<file path="config.mk">
export PLATFORM = sky130hd
export DESIGN_NAME = router_fifo
export DESIGN_NICKNAME = d
export VERILOG_FILES = /design/src/rtl/router_pkg.sv /design/src/rtl/router_fifo_mem.sv /design/src/rtl/router_fifo.sv
export SDC_FILE = /design/constraint.sdc
export NUM_CORES = 1
export LEC_CHECK = 0
export ABC_AREA = 1
export ABC_CLOCK_PERIOD_IN_PS = 3000
export BUFFER_PORTS_ARGS = -buffer_cell sky130_fd_sc_hd__buf_2
export CAP_MARGIN = 25
export CORE_ASPECT_RATIO = 0.9
export CORE_MARGIN = 4
export CORE_UTILIZATION = 45
export CTS_BUF_LIST = sky130_fd_sc_hd__clkbuf_16
export DETAILED_ROUTE_END_ITERATION = 12
export HOLD_SLACK_MARGIN = 0.08
export PLACE_DENSITY = 0.72
export SLEW_MARGIN = 10
export SYNTH_ARGS = -nofsm -noshare
export SYNTH_HDL_FRONTEND = slang
export SYNTH_SLANG_ARGS = --single-unit
</file>
<file path="constraint.sdc">
create_clock -name clk -period 3 [get_ports clk]
set_input_delay 0.3 -clock clk [delete_from_list [all_inputs] [get_ports clk]]
set_output_delay 0.3 -clock clk [all_outputs]
set_load 0.03 [all_outputs]
</file>
<file path="src/rtl/router_pkg.sv">
// ============================================================================
// router_pkg : shared constants and helpers for the 1x3 router
// Rev 1.0    : initial release
// ============================================================================
`default_nettype none

package router_pkg;

  localparam int ROUTER_WIDTH      = 8;
  localparam int ROUTER_FIFO_DEPTH = 16;
  localparam int LEN_MSB           = 7;
  localparam int LEN_LSB           = 2;
  localparam int PKT_CNT_W         = 7;

  // Header length field plus the trailing parity byte.
  function automatic logic [PKT_CNT_W-1:0] hdr_count(input logic [LEN_MSB-LEN_LSB:0] len);
    return PKT_CNT_W'(len) + PKT_CNT_W'(1);
  endfunction

endpackage

`default_nettype wire

</file>
<file path="src/rtl/router_fifo_mem.sv">
// ============================================================================
// router_fifo_mem : register array, synchronous write, asynchronous read
// Rev 1.0         : initial release
// ============================================================================
`default_nettype none

module router_fifo_mem #(
  parameter int WIDTH = 9,
  parameter int DEPTH = 16,
  parameter int AW    = 4
) (
  input  logic             clk,
  input  logic             we,
  input  logic [AW-1:0]    waddr,
  input  logic [WIDTH-1:0] wdata,
  input  logic [AW-1:0]    raddr,
  output logic [WIDTH-1:0] rdata
);

  logic [WIDTH-1:0] r_mem [DEPTH];

  always_ff @(posedge clk) begin
    if (we) r_mem[waddr] <= wdata;
  end

  assign rdata = r_mem[raddr];

endmodule

`default_nettype wire

</file>
<file path="src/rtl/router_fifo.sv">
// ============================================================================
// router_fifo : per-port output FIFO with header-driven packet byte counter
// Rev 1.0     : initial release
// ============================================================================
`default_nettype none

module router_fifo
  import router_pkg::*;
#(
  parameter int WIDTH = ROUTER_WIDTH,
  parameter int DEPTH = ROUTER_FIFO_DEPTH,
  parameter int AW    = $clog2(DEPTH)
) (
  input  logic                 clk,
  input  logic                 rst,
  input  logic                 soft_rst,
  input  logic                 wr_en,
  input  logic                 rd_en,
  input  logic                 lfd_state,
  input  logic [WIDTH-1:0]     data_in,
  output logic [WIDTH-1:0]     data_out,
  output logic                 full,
  output logic                 empty,
  output logic [PKT_CNT_W-1:0] pkt_rem
);

  logic [AW:0]    r_wr_ptr, r_rd_ptr;
  logic [WIDTH:0] w_rd_entry;
  logic           w_clr, w_wr_ok, w_rd_ok;

  assign w_clr   = !rst || soft_rst;
  assign empty   = (r_wr_ptr == r_rd_ptr);
  assign full    = (r_wr_ptr[AW] != r_rd_ptr[AW]) && (r_wr_ptr[AW-1:0] == r_rd_ptr[AW-1:0]);
  assign w_wr_ok = wr_en && !full && !w_clr;
  assign w_rd_ok = rd_en && !empty && !w_clr;

  router_fifo_mem #(
    .WIDTH (WIDTH + 1),
    .DEPTH (DEPTH),
    .AW    (AW)
  ) u_mem (
    .clk   (clk),
    .we    (w_wr_ok),
    .waddr (r_wr_ptr[AW-1:0]),
    .wdata ({lfd_state, data_in}),
    .raddr (r_rd_ptr[AW-1:0]),
    .rdata (w_rd_entry)
  );

  // Bit WIDTH of each entry marks a header; reading one reloads the byte count.
  always_ff @(posedge clk) begin
    if (w_clr) begin
      r_wr_ptr <= '0;
      r_rd_ptr <= '0;
      data_out <= '0;
      pkt_rem  <= '0;
    end else begin
      if (w_wr_ok) r_wr_ptr <= r_wr_ptr + (AW+1)'(1);
      if (w_rd_ok) begin
        r_rd_ptr <= r_rd_ptr + (AW+1)'(1);
        data_out <= w_rd_entry[WIDTH-1:0];
        if (w_rd_entry[WIDTH])
          pkt_rem <= hdr_count(w_rd_entry[LEN_MSB:LEN_LSB]);
        else if (pkt_rem != '0)
          pkt_rem <= pkt_rem - PKT_CNT_W'(1);
      end
    end
  end

endmodule

`default_nettype wire

</file>
==> metrics, run 1 <==
count leader, synth=nand2_1; first-pass GRT wire length=25800 um; leakage power=3.20 nW; hold crit path type=primary input to register; Post-Layout Cell Count=943; Max Slew Vio Count=0; sequential fraction of the synthesis area=65.9%; final setup TNS=0 ns; Synth top area share=58.1%; via count=4999; total grt overflow=0; hpwl dp=10300 um; CP Buf/Inv Count=2; CTS tree=yes; placed cell areas=0.00770 sq mm; Reg2Reg Depth=9; row count=44; share of synthesized flip-flops with an asynchronous set or reset=0%; Hold Worst Slack=0.250 ns; P per Cell Area=598 mW/mm^2; syn avg cell area=10.7 sq um; post-synth cell types=36; worst-path maximum fanout=9; unrepaired setup endpoints after global routing=no; Fin. Hold Viols=0; synth warn=0; Post-CTS Setup Inserts=0; Max-Cap Viols=0; cts bufs inserted=17; synthesized instance count=697; io pins=31; total routed wirelength=16500 um; CTS Hold Bufs=0; synth top area cells=edfxtp_1, dfxtp_1, nand2_1; Max H-tree Level=4; nets=744; maximum clock rate=382 MHz; Slew Limit Headroom=29.3%; Max stage delay on crit path=0.82 ns; Critical Path End=u_mem.r_mem[1][6]; clock tree buffer depth=2; PostCTS Resize Cnt=0; Final GP Congestion=0.829; dominant cell type by count on the critical path=nand2_1; Reg2Reg Setup Slack=0.38 ns; final clock period utilization by the worst path=87.3%; Antenna diodes=0; status=complete, no violations; slowest CP cell=nor2_1; antenna violations before repair=0; Worst EP arrival=2.67 ns; Worst Path Required=3.05 ns; Peak VDD IR=419 uV; worst hold start=data_in[2]; crit-path cells=xnor2_1 > nand4_1 > or2_1 > nand2_1 > inv_1 > nand2_1 > inv_1 > nand2_1 > nor2_1; Fillers=1411; post-route cell area=0.00829 sq mm; drt drc=0; reg2reg start=r_wr_ptr[3]; Detailed Routing Iterations Pass 1=5; area of the multi-input gates=0.00208 sq mm; WP depth=9; crit path from=r_wr_ptr[3]; clk_skew=0.0143 ns; DR vias/cell=5.30; syn_nets=718; wire per inst=17.5 um; DRT iter0 DRCs=481; crit path kind=register to register; Most used DFF post-synth=edfxtp_1; Initial Util=46.0%; Root Buffer=clkbuf_16; Worst-Skew Late Latency=0.44 ns; number of global-route vias before repair=4869; post-layout power=0.00496 W; Synth Cell Area=0.00744 sq mm; Antenna Violating Nets Remaining=0; clk sinks=173; clock-pin slew on the worst setup and hold paths=0.07 ns; share of layout cells above drive strength 1=12.8%; height of the die=130 um; Worst setup EP type=register; area leader, netlist=edfxtp_1; P&R area growth vs syn=11.4%; Period minus WS final=2.62 ns; GRT Total Usage=18.4%; Die Area=0.0187 sq mm; largest net degree at the start of global routing=78; die width=144 um; RR Endpoint=u_mem.r_mem[1][6]; Worst path top cell family by delay=simple AND/OR/NAND/NOR gates; Finish-stage setup viols=0; sequential cell area=0.00491 sq mm; core area=0.0162 sq mm; EDFF count, synth=144; #FFs+latches synth=173; Least-Margin Pin Slew=1.06 ns; Cells after DPL=909; Buffers on Ports=30; Synth top cells by count=nand2_1, edfxtp_1, nor2_1, nand3_1, inv_1; Critical Path Start Type=register
==> layer usage <==
| metal | vias up | global-route usage, % | wire length, um |
|---|---|---|---|
| met4 | 0 | 7.59 | 480 |
| met1 | 2346 | 24.4 | 7070 |
| met2 | 198 | 28.8 | 7850 |
| li1 | 2425 | - | - |
| met3 | 30 | 4.84 | 1090 |
| met5 | - | 0 | 0 |
==> worst min path at each step <==
stage | to | cells after the start | slack [ns]
CTS | u_mem.r_mem[0][2] | 1 | 0.24
finish | u_mem.r_mem[11][2] | 1 | 0.25
global placement | r_wr_ptr[4] | 1 | 0.46
global route | u_mem.r_mem[11][2] | 1 | 0.25
floorplan | u_mem.r_mem[0][0] | 0 | 0.40
detailed placement | r_wr_ptr[4] | 1 | 0.46
==> layout by cell type (no fill, tap or decap), types with 8 or more instances in the layout <==
cell type	count
a21oi_1	18
buf_2	30
buf_4	8
clkbuf_16	20
dfxtp_1	28
edfxtp_1	144
inv_1	55
nand2_1	153
nand2_2	8
nand3_1	69
nor2_1	77
o211ai_1	8
o21ai_0	36
o21ai_1	13
==> registers in the layout, summed over array words and instances, names as in the netlist, named ones only <==
register / cells
u_mem.r_mem: 144
data_out: 8
pkt_rem: 7
r_rd_ptr: 5
r_wr_ptr: 5
==> worst register-to-register path, delay by kind of cell (launching register included) <==
family | cells | cell delay, ns
xor gates and xnor gates | 1 | 0.10
buffers and inverters | 2 | 0.25
DFF | 1 | 0.49
and+or+nand+nor | 6 | 1.38
==> kinds of logic after synthesis <==
| kind of cell | count (synthesis) | synth area share [%] |
|---|---|---|
| AND/OR/NAND/NOR | 321 | 18.4 |
| flip-flops | 173 | 65.9 |
| buffers and inverters | 94 | 6.17 |
| AO/OA/AOI/OAI | 91 | 7.11 |
| XOR/XNOR | 11 | 1.29 |
| adder cells (fa/ha/maj) | 7 | 1.18 |
==> stage by stage <==
stage | utilization, % | setup slack [ns]
after floorplan | - | 1.03
after global placement | 47.6 | 0.550
after detailed placement | 47.6 | 0.476
after CTS | 51.1 | 0.452
after global routing | 51.2 | 0.273
final | 51.2 | 0.380
==> report_power, final <==
part           leakage [nW]  internal [W]  switching (W)
Clock                 0.298       0.00121       0.000919
Sequential             1.53       0.00261     0.00000699
Combinational          1.37     0.0000579       0.000157
Total                  3.20       0.00387        0.00108
==> cell type report <==
class / instances / share of cell area (%)
sequential: 173 / 59.2
multi-input combinational: 430 / 25.1
clock buffer: 20 / 6.04
tap: 207 / 3.12
inverter: 62 / 2.87
timing repair buffer: 39 / 2.78
clock inverter: 12 / 0.951
Note: power is estimated with default switching activity, not from simulation.
==> run 2, diff against run 1 <==
--- a/config.mk
+++ b/config.mk
@@ -19,4 +19,5 @@
 export SLEW_MARGIN = 10
 export SYNTH_ARGS = -nofsm -noshare
 export SYNTH_HDL_FRONTEND = slang
+export SYNTH_HIERARCHICAL = 1
 export SYNTH_SLANG_ARGS = --single-unit
==> run 2 against run 1 <==
Effect of this change:
- via count up 13%
- hold slack better by 0.013 ns
- register-to-register slack got worse by 0.03 ns
- non-clock buffer count increased by 4
- sequential share of layout area fell by 4.2 points
- clock power increased by 10%
- highest routed layer unchanged
- clock-buffer cell count fell by 3
==> metrics, run 2 <==
Synth top cells by count=nand2_1, edfxtp_1, inv_1, nand3_1, nor2_1; synth warn=6 (+6); wire per inst=16.1 um (-7.8%); total routed wirelength=17800 um (+8.0%); Root Buffer=clkbuf_16; Least-Margin Pin Slew=1.10 ns (+0.0483 ns); Reg2Reg Setup Slack=0.35 ns (-0.03 ns); synth top area cells=edfxtp_1, nand2_1, nand3_1; Post-Layout Cell Count=1105 (+17%); largest net degree at the start of global routing=56 (-28%); clock tree buffer depth=2 (unchanged); final clock period utilization by the worst path=88.4% (+1.0 points); Buffers on Ports=30 (unchanged); Worst Path Required=3.32 ns (+0.27 ns); antenna violations before repair=0 (unchanged); maximum clock rate=377 MHz (-1.2%); RR Endpoint=pkt_rem[3]; Post-CTS Setup Inserts=0 (unchanged); CTS tree=yes; CTS Hold Bufs=0 (unchanged); DR vias/cell=5.11 (-3.5%); drt drc=0 (unchanged); cts bufs inserted=17 (unchanged); crit-path cells=buf_4 > nand2_1 > nand2_1 > nand2_1 > nand3_1 > nand3_1 > nand2_1 > clkinv_1 > nand4_1 > nand3_2 > nor2_1 > nor2_1; worst-path maximum fanout=25 (+16); synthesized instance count=825 (+18%); worst hold start=wr_en; largest register by flop count=u_mem/r_mem; clk_skew=0.0167 ns (+0.00242 ns); hold crit path type=primary input to register; Fin. Hold Viols=0 (unchanged); Max H-tree Level=4 (unchanged); P&R area growth vs syn=11.8%; Most used DFF post-synth=edfxtp_1; leakage power=3.82 nW (+19%); Synth top area share=55.1% (-3.0 points); EDFF count, synth=144 (unchanged); CP Buf/Inv Count=2 (unchanged); clock-pin slew on the worst setup and hold paths=0.07 ns (about the same); io pins=31 (unchanged); sequential fraction of the synthesis area=61.5% (-4.4 points); post-synth cell types=30 (-17%); reg2reg start=r_rd_ptr[0]; Worst Slack Setup Final=0.349 ns (-0.0309 ns); Die Area=0.0196 sq mm (+5.1%); max reg flops=144 (unchanged); DRT iter0 DRCs=588 (+22%); first-pass GRT wire length=28300 um (+9.7%); height of the die=133 um (+2.5%); Worst setup EP type=register; status=complete, no violations; nets=876 (+18%); total grt overflow=0 (unchanged); P per Cell Area=580 mW/mm^2 (-2.9%); Antenna diodes=0 (unchanged); PostCTS Resize Cnt=0 (unchanged); Fillers=1497 (+6.1%); die width=147 um (+2.5%); #FFs+latches synth=169 (-2.3%); hpwl dp=11300 um (+10%); unrepaired setup endpoints after global routing=no; core area=0.0170 sq mm (+5.1%); row count=45 (+2.3%); crit path kind=register to register; Synth Cell Area=0.00785 sq mm (+5.4%); Worst EP arrival=2.97 ns (+0.30 ns); share of layout cells above drive strength 1=10.8% (-2.0 points); Cells after DPL=1072 (+18%); Reg2Reg Depth=12 (+3); Detailed Routing Iterations Pass 1=7 (+2); Finish-stage setup viols=0 (unchanged); commonest non-fill, non-tap cell in the layout=nand2_1; pre-CTS setup slack=0.429 ns (-0.0466 ns); Final GP Congestion=0.878 (+5.8%); Period minus WS final=2.65 ns (+0.0309 ns); slowest CP cell=dfxtp_2; Initial Util=46.2% (+0.16 points); Antenna Violating Nets Remaining=0 (unchanged); Max stage delay on crit path=0.54 ns (-0.28 ns); Critical Path Start Type=register; Min-Delay Endpoint=r_wr_ptr[3]; via count=5650 (+13%); GRT Total Usage=18.6% (+0.26 points); Peak VDD IR=425 uV (+1.3%); hold depth=5 (+4); Max-Cap Viols=0 (unchanged); final setup TNS=0 ns (unchanged); count leader, synth=nand2_1; syn avg cell area=9.51 sq um (-11%); clk sinks=169 (-2.3%); share of synthesized flip-flops with an asynchronous set or reset=0% (unchanged); dominant cell type by count on the critical path=nand2_1; most frequent cells in the layout=nand2_1, edfxtp_1, inv_1; leading registers by flop count=u_mem/r_mem x144, data_out x8, pkt_rem x7; Slew Limit Headroom=26.1% (-3.2 points); area leader, netlist=edfxtp_1; number of global-route vias before repair=5395 (+11%); syn_nets=844 (+18%); Max Slew Vio Count=0 (unchanged); Worst path top cell family by delay=simple AND/OR/NAND/NOR gates; Worst-Skew Late Latency=0.43 ns (about the same)
run 2: cell count changes after synthesis, moves of 10 or more:
cell	before	now
nand2_1	153	254
nor2_1	77	32
inv_1	54	138
a21oi_1	18	8
nand3_1	69	135
o21ai_0	36	7
run 2: layout make-up:
type                       instances  area (sq um)  area share (%)
timing repair buffer              43           248            2.82
clock inverter                    15           213            2.42
inverter                         147           564            6.43
clock buffer                      17           425            4.85
sequential                       169          4830            55.0
multi-input combinational        479          2210            25.1
tap                              235           294            3.35
run 2: how the worst max path moves through the flow:
stage                 end  cells after the start        start
6_report       pkt_rem[3]                     12  r_rd_ptr[0]
5_1_grt        pkt_rem[5]                     10  r_rd_ptr[1]
4_1_cts        pkt_rem[5]                     10  r_rd_ptr[1]
3_5_place_dp   pkt_rem[5]                     12  r_rd_ptr[0]
3_3_place_gp   pkt_rem[5]                     12  r_rd_ptr[0]
2_1_floorplan  pkt_rem[5]                     13  r_rd_ptr[2]
run 2: kinds of logic (layout without fill, tap and decap cells):
logic type,after synthesis,in the layout,synth area share (%)
xor gates and xnor gates,10,10,1.12
DFF,169,169,61.5
buffers and inverters,177,222,10.4
adders and majority gates,5,5,0.797
AOI/OAI and AO/OA,21,21,1.43
and+or+nand+nor,443,443,24.8
run 2: metal layers:
metal / vias to the layer above / GRT usage, % / share of wire, % / wire (um)
met5: - / 0 / 0 / 0
met4: 0 / 6.47 / 2.3 / 414
met3: 33 / 4.35 / 7.5 / 1340
met2: 225 / 29.0 / 47 / 8280
met1: 2678 / 25.8 / 44 / 7770
li1: 2714 / - / - / -
run 2: worst reg2reg max path, delay by kind of cell (launching register included):
family	cells	cell delay [ns]
buffers and inverters	2	0.66
flip-flops	1	0.54
AND/OR/NAND/NOR	10	1.34
run 2: through the flow:
step / instance area, sq um / hold WS, ns / power (W) / util, %
floorplan: 7850 / 0.399 / 0.00272 / -
global placement: 8130 / 0.454 / 0.00279 / 47.8
detailed placement: 8130 / 0.459 / 0.00279 / 47.8
CTS: 8770 / 0.258 / 0.00512 / 51.6
global route: 8780 / 0.276 / 0.00523 / 51.6
finish: 8780 / 0.263 / 0.00510 / 51.6
run 2: power by group:
part           leakage, nW  internal (W)  switching (W)  total (W)
clock                0.307       0.00147       0.000885    0.00235
sequential            1.50       0.00255     0.00000638    0.00256
combinational         2.01     0.0000459       0.000136   0.000182
